<file path="src/rtl/baud_tick_gen.sv">
// Run-time programmable baud tick generator: bit-period tick, mid-bit sample tick,
// and a fractional accumulator that stretches some periods by one cycle.
module baud_tick_gen #(
  parameter int CNT_W        = 14,
  parameter int FRAC_W       = 8,
  parameter int DEFAULT_DIV  = 10417,
  parameter int DEFAULT_FRAC = 0
) (
  input  logic              clk,
  input  logic              rst,
  input  logic              en,
  input  logic              restart,
  input  logic [CNT_W-1:0]  div_int,
  input  logic [FRAC_W-1:0] div_frac,
  output logic              baud_tick,
  output logic              mid_tick,
  output logic [CNT_W-1:0]  counter,
  output logic              cfg_err
);

  logic [CNT_W-1:0]  cnt_q, cnt_d;
  logic [CNT_W-1:0]  div_q, div_d;
  logic [FRAC_W-1:0] frac_q, frac_d;
  logic [FRAC_W-1:0] acc_q, acc_d;
  logic              ext_q, ext_d;
  logic              baud_q, baud_d;
  logic              mid_q, mid_d;
  logic              err_q, err_d;

  logic [CNT_W-1:0]  div_eff;
  logic [CNT_W-1:0]  mid_pt;
  logic [CNT_W:0]    term;
  logic [FRAC_W:0]   acc_sum;
  logic              wrap;

  // Divisors below 2 leave no room for a distinct mid point, so clamp them.
  assign div_eff = (div_q < CNT_W'(2)) ? CNT_W'(2) : div_q;
  assign mid_pt  = div_eff >> 1;
  // One extra bit keeps div_eff + ext from overflowing before the -1.
  assign term    = {1'b0, div_eff} + {{CNT_W{1'b0}}, ext_q} - (CNT_W+1)'(1);
  assign wrap    = ({1'b0, cnt_q} == term);
  assign acc_sum = {1'b0, acc_q} + {1'b0, frac_q};

  always_comb begin
    cnt_d  = cnt_q;
    div_d  = div_q;
    frac_d = frac_q;
    acc_d  = acc_q;
    ext_d  = ext_q;
    baud_d = 1'b0;
    mid_d  = 1'b0;
    err_d  = (div_q < CNT_W'(2));
    if (restart) begin
      cnt_d  = '0;
      acc_d  = '0;
      ext_d  = 1'b0;
      div_d  = div_int;
      frac_d = div_frac;
    end else if (en) begin
      if (wrap) begin
        // Carry uses the fraction of the period just ending, before the shadow load.
        cnt_d  = '0;
        baud_d = 1'b1;
        acc_d  = acc_sum[FRAC_W-1:0];
        ext_d  = acc_sum[FRAC_W];
        div_d  = div_int;
        frac_d = div_frac;
      end else begin
        cnt_d = cnt_q + CNT_W'(1);
        mid_d = ((cnt_q + CNT_W'(1)) == mid_pt);
      end
    end
  end

  always_ff @(posedge clk or posedge rst) begin
    if (rst) begin
      cnt_q  <= '0;
      div_q  <= CNT_W'(DEFAULT_DIV);
      frac_q <= FRAC_W'(DEFAULT_FRAC);
      acc_q  <= '0;
      ext_q  <= 1'b0;
      baud_q <= 1'b0;
      mid_q  <= 1'b0;
      err_q  <= 1'b0;
    end else begin
      cnt_q  <= cnt_d;
      div_q  <= div_d;
      frac_q <= frac_d;
      acc_q  <= acc_d;
      ext_q  <= ext_d;
      baud_q <= baud_d;
      mid_q  <= mid_d;
      err_q  <= err_d;
    end
  end

  assign baud_tick = baud_q;
  assign mid_tick  = mid_q;
  assign counter   = cnt_q;
  assign cfg_err   = err_q;

endmodule

</file>
<file path="config.mk">
export PLATFORM = sky130hd
export DESIGN_NAME = baud_tick_gen
export DESIGN_NICKNAME = d
export VERILOG_FILES = /design/src/rtl/baud_tick_gen.sv
export SDC_FILE = /design/constraint.sdc
export NUM_CORES = 1
export LEC_CHECK = 0
export CORE_MARGIN = 2
export CORE_UTILIZATION = 55
export DETAILED_ROUTE_END_ITERATION = 10
export PLACE_DENSITY_LB_ADDON = 0.25
export SYNTH_ARGS = -nofsm -noshare
export SYNTH_HDL_FRONTEND = slang
export SYNTH_SLANG_ARGS = --single-unit
</file>
<file path="constraint.sdc">
create_clock -name clk -period 7.7 [get_ports clk]
set_input_delay 1.155 -clock clk [delete_from_list [all_inputs] [get_ports clk]]
set_output_delay 1.155 -clock clk [all_outputs]
set_load 0.005 [all_outputs]
</file>
# Yosys cells after proc, flatten, opt, wreduce, memory -nomap -nowiden
# Index checks and enable logic that the tools add are counted.
# W data, S select, Z words.
word_totals:
  output_inout_bits: 17
  word_cells: 40
  inputBits: 26
  reg_bits: 48
classes:
  mux: 22
  n_eq_ne: 2
  n_addsub: 4
  magnitude_cmp: 1
  reduce_logical: 3
op_table:
  columns: ["operator", "n"]
  rows:
  - ["$mux W14", 7]
  - ["$mux W8", 6]
  - ["$add A14 B1 Y15", 1]
  - ["$eq A14 B15 Y1", 1]
  - ["$sub A15 B1 Y15 const B", 1]
  - ["$add A14 B1 Y14 const B", 1]
  - ["$eq A14 B13 Y1", 1]
  - ["$lt A14 B2 Y1 const B", 1]
  - ["$add A8 B8 Y9", 1]
  - ["$mux W1", 9]
  - ["$reduce_bool A2 Y1", 2]
  - ["$reduce_and A2 Y1", 1]

# Logic depth before layout (Yosys ltp)
logic_depth:
  ltp_word: 8
  mapped_depth: 16

# Worst setup path after synthesis
# OpenSTA, ideal clock, no wires.
synth_timing:
  path_kind: "reg-to-reg"
  start: "register div_q[6]"
  end: "register div_q[6]"
  synth_period_minus_slack_ps: 3484
  path_slack_ps: 4216
  required_time_ps: 7575
  path_buffers: 4
  arrival_ps: 3358
  path_stages_with_launch: 17
  cell_sequence: "dfrtp_1 -> buf_6 -> nor4_4 -> nand4_1 -> o21ai_0 -> ha_1 -> ha_1 -> nor2b_1 -> and2_1 -> a21oi_1 -> a2111oi_2 -> and3_1 -> buf_4 -> a21oi_2 -> buf_6 -> buf_6 -> mux2_4"
synth_between:
  elab_chain_cells: 7
synth_rtl:
  columns: ["item", "line", "source"]
  rows:
  - ["start: declaration", "22", "logic [CNT_W-1:0] div_q, div_d;"]
  - ["start signal: assignment", "78", "div_q <= CNT_W'(DEFAULT_DIV);"]
  - ["start signal: assignment", "87", "div_q <= div_d;"]
  - ["$lt A14 B2 Y1", "37", "assign div_eff = (div_q < CNT_W'(2)) ? CNT_W'(2) : div_q;"]
  - ["$mux W14 (*)", "37", null]
  - ["$add A14 B1 Y15 (*)", "40", "assign term = {1'b0, div_eff} + {{CNT_W{1'b0}}, ext_q} - (CNT_W+1)'(1);"]
  - ["$sub A15 B1 Y15 (*)", "40", null]
  - ["$eq A14 B15 Y1 (*)", "41", "assign wrap = ({1'b0, cnt_q} == term);"]
  - ["$reduce_bool A2 Y1 (no line) (*)", null, null]
  - ["$reduce_and A2 Y1 (no line) (*)", null, null]
# Mark *: on every way between the ends. The rest lies on a longest branch, timed or not.
# A chain may end at the register's enable or synchronous reset.

# Final worst setup path
layout_timing:
  start: "register div_q[6]"
  end: "register frac_q[0]"
layout_between:
  elab_chain_cells: 7
layout_rtl:
  columns: ["item", "line", "source"]
  rows:
  - ["$lt A14 B2 Y1", "37", null]
  - ["$mux W14 (*)", "37", null]
  - ["$add A14 B1 Y15 (*)", "40", null]
  - ["$sub A15 B1 Y15 (*)", "40", null]
  - ["$eq A14 B15 Y1 (*)", "41", null]
  - ["$reduce_bool A2 Y1 (no line) (*)", null, null]
  - ["$reduce_and A2 Y1 (no line) (*)", null, null]
  - ["end signal: assignment", "79", "frac_q <= FRAC_W'(DEFAULT_FRAC);"]
  - ["end signal: assignment", "88", "frac_q <= frac_d;"]
  - ["end: declaration", "23", "logic [FRAC_W-1:0] frac_q, frac_d;"]
# Marks and branches as above.

==> impl_metrics.toml <==
[run_status]
status = "finished clean"

[synthesis]
yosysMostFrequentCell = "dfrtp_1"
synthesis.area_um2 = 3250
synth_flop_cell = "dfrtp_1"
synth_fa_ha_area_frac = 0.0486
ys_ff_latch = 48
async_reset_ff_frac = 1.00
syn_nets = 354
syn_inst = 316
synth_edf_count = 0
synth_xor_xnor_area_share = 0.116
muxShareOfSynthArea = 0.0829
synth_top_family_by_area = "simple AND/OR/NAND/NOR gates"
ys_seq_area_frac = 0.372
ys_types = 56
synth_commonest_cells = "42 x dfrtp_1, 25 x xnor2_1, 19 x mux2_1, 18 x xor2_1, 17 x o2bb2ai_1"
yosys_warnings = 0
synth.largest_area_cell = "dfrtp_1"
yosys.area_share.simple = 0.174
ys_top_cells_by_area = "dfrtp_1 32%, xnor2_1 6.7%, mux2_1 6.6%, dfstp_2 4.9%, xor2_1 4.9%"
synth_compound_gate_area_share = 0.157
synthDominantCellAreaShare = 0.324
avgSynthCellArea_um2 = 10.3

[power_and_ir_drop]
intPower_w = 0.000394
vdd_drop_max_v = 0.000100
switching_share = 0.286
power.share.clock = 0.292
power_frac_comb = 0.184
leakagePower_nw = 1.53
power.density_nw_per_um2 = 148
power_frac_seq = 0.524
switchingPower_w = 0.000158

[clock_tree]
hold_buffers = 0
cts_buffer_depth = 2
postCtsSetupRepairBufs = 0
numCtsBuffers = 5
htreeDepth = 2
clkLatencyLatePin_ps = 310
cts_tree = "built"
path_clk_slew_ps = 100
cts_resized = 0
cts_num_sinks = 48
clock-root-buffer = "clkbuf_8"

[hold_path]
hold_path_class = "flop to flop"
min_to = "acc_q[5]"
hold-path-cell-count = 1
worstHoldStart = "acc_q[5]"

[routing]
drc_errors = 0
viasPerCell = 5.93
drt_wl_total_um = 7200
drtAntennaViolNets = 0
wl_per_cell_um = 17.2
drt_pass1_iterations = 4
vias = 2485
first_iter_violations = 126

[global_routing]
grt_pass1_wl_um = 12000
grt_use_total = 0.238
grt_start_max_net_pins = 49
overflow = 0
antenna_found_initial = 0
grt_pass1_vias = 2428

[placed_design]
io_buffers = 42
gp_congestion = 0.991
dp.cells = 411
hpwl_um = 5350

[layout]
multiInputGateArea_um2 = 1880
drive_gt1_frac = 0.0807
nets = 384
area_growth_pct = 15.1
instances_no_fill = 419
fillers = 497
post-route-util = 0.666
antenna_cells = 0
register_area_um2 = 1210

[die]
io_pins = 43
num_rows = 27
fp.dieH_um = 80.8
die_x_um = 80.8
core_um2 = 5610
die_area_um2 = 6530
start_util = 0.579

[worst_setup_path]
rrSetupSlack_ps = 3450
cp_max_fo = 29
worstRegToRegCells = 13
crit_type = "flop to flop"
r2r_start = "div_q[6]"
crit_arrival_ps = 4440
cp.required_ps = 7890
r2r_end = "frac_q[0]"
cp-start-kind = "flop"
setup.worst_path.end_class = "flop"

[timing]
maxSlewViolCount = 0
hold_viol = 0
setup_viol = 0
setup_tns_ps = 0
tightest_slew_ps = 980
skew_ps = 15.4
relSlewSlack = 0.346
timing.final.crit_share = 0.552
layout_min_cycle_time_ps = 4250
rsz0062_at_grt = "false"
fmax_mhz = 235

[run]
maxCapViolCount = 0
[how the worst max path moves through the flow]
stage,endpoint,slack [ps],from,depth (start not counted)
3_5_place_dp,frac_q[6],3490,div_q[6],13
6_report,frac_q[0],3450,div_q[6],13
3_3_place_gp,frac_q[3],3650,div_q[6],13
5_1_grt,frac_q[6],3070,div_q[6],13
2_1_floorplan,div_q[6],4220,div_q[6],16
4_1_cts,frac_q[6],3480,div_q[6],13
[kinds of logic after synthesis]
family                     Yosys count
and+or+nand+nor                     94
adders and majority gates           12
xor gates and xnor gates            43
DFF                                 48
buffers and inverters               29
muxes                               23
AOI/OAI and AO/OA                   67
[cell usage in the layout (no fill, tap or decap), drive strengths merged, types with 2 or more instances in the layout]
master | synthesis | final
a32oi | 3 | 3
nand2 | 12 | 12
xnor2 | 25 | 25
nand4 | 5 | 5
xor2 | 18 | 18
or4 | 2 | 2
and3 | 10 | 10
o2bb2ai | 17 | 17
a2111oi | 2 | 2
or3 | 4 | 4
nor3b | 2 | 2
nor4 | 4 | 4
nand3 | 6 | 6
nor3 | 7 | 7
dfstp | 6 | 6
clkdlybuf4s50 | 0 | 42
nand2b | 13 | 13
nand3b | 5 | 5
nor2 | 12 | 12
nor2b | 5 | 5
o21ai | 8 | 8
inv | 9 | 9
dfrtp | 42 | 42
a21o | 3 | 3
clkbuf | 10 | 7
o31ai | 11 | 11
o2111ai | 2 | 2
or2 | 2 | 2
a21oi | 11 | 11
ha | 11 | 11
mux2 | 22 | 22
and2 | 4 | 4
[per-layer routing]
layer | global-route usage | vias to the layer above | part of all wire
li1 | - | 1205 | -
met1 | 0.330 | 1217 | 0.46
met2 | 0.390 | 55 | 0.50
met3 | 0.0344 | 8 | 0.032
met4 | 0.0661 | 0 | 0.011
met5 | 0 | - | 0
[flip-flops by register name, indices dropped and copies added (netlist names)]
register	cells
counter	14
div_q	14
cfg_err	1
mid_tick	1
baud_tick	1
frac_q	8
ext_q	1
acc_q	8
[stage by stage]
step | area [um2] | worst slack [ps] | power [W] | hold slack (ps)
3_3_place_gp | 3640 | 3650 | 0.000394 | 475
5_1_grt | 3730 | 3070 | 0.000582 | 521
2_1_floorplan | 3250 | 4220 | 0.000366 | 460
6_report | 3730 | 3450 | 0.000553 | 507
3_5_place_dp | 3640 | 3490 | 0.000397 | 483
4_1_cts | 3730 | 3480 | 0.000558 | 506
[layout make-up]
cell class | count | share of cell area
Clock inverter | 1 | 0.00235
Multi-Input combinational cell | 239 | 0.503
Timing Repair Buffer | 43 | 0.115
Inverter | 9 | 0.00905
Clock buffer | 7 | 0.0231
Tap cell | 72 | 0.0241
Sequential cell | 48 | 0.324
[worst max-delay path, stage by stage, from the launching register on]
cell       delay, ps
dfrtp_1          500
nor4_4           400
nand4_1          270
o21ai_0          230
ha_1             210
ha_1             240
nor2b_1          220
and2_1           210
a21oi_1           70
a2111oi_2        390
and3_1           630
a21oi_2          110
buf_4            280
mux2_1           360
[power by group through the flow]
stage                     registers [W]  clock network [W]   logic, W
after floorplan                0.000283                  0  0.0000834
after global placement         0.000294                  0   0.000101
after detailed placement       0.000294                  0   0.000103
after CTS                      0.000289           0.000166   0.000103
after global routing           0.000292           0.000176   0.000114
final                          0.000290           0.000161   0.000102
No activity file was read; power rests on OpenSTA's default activity.
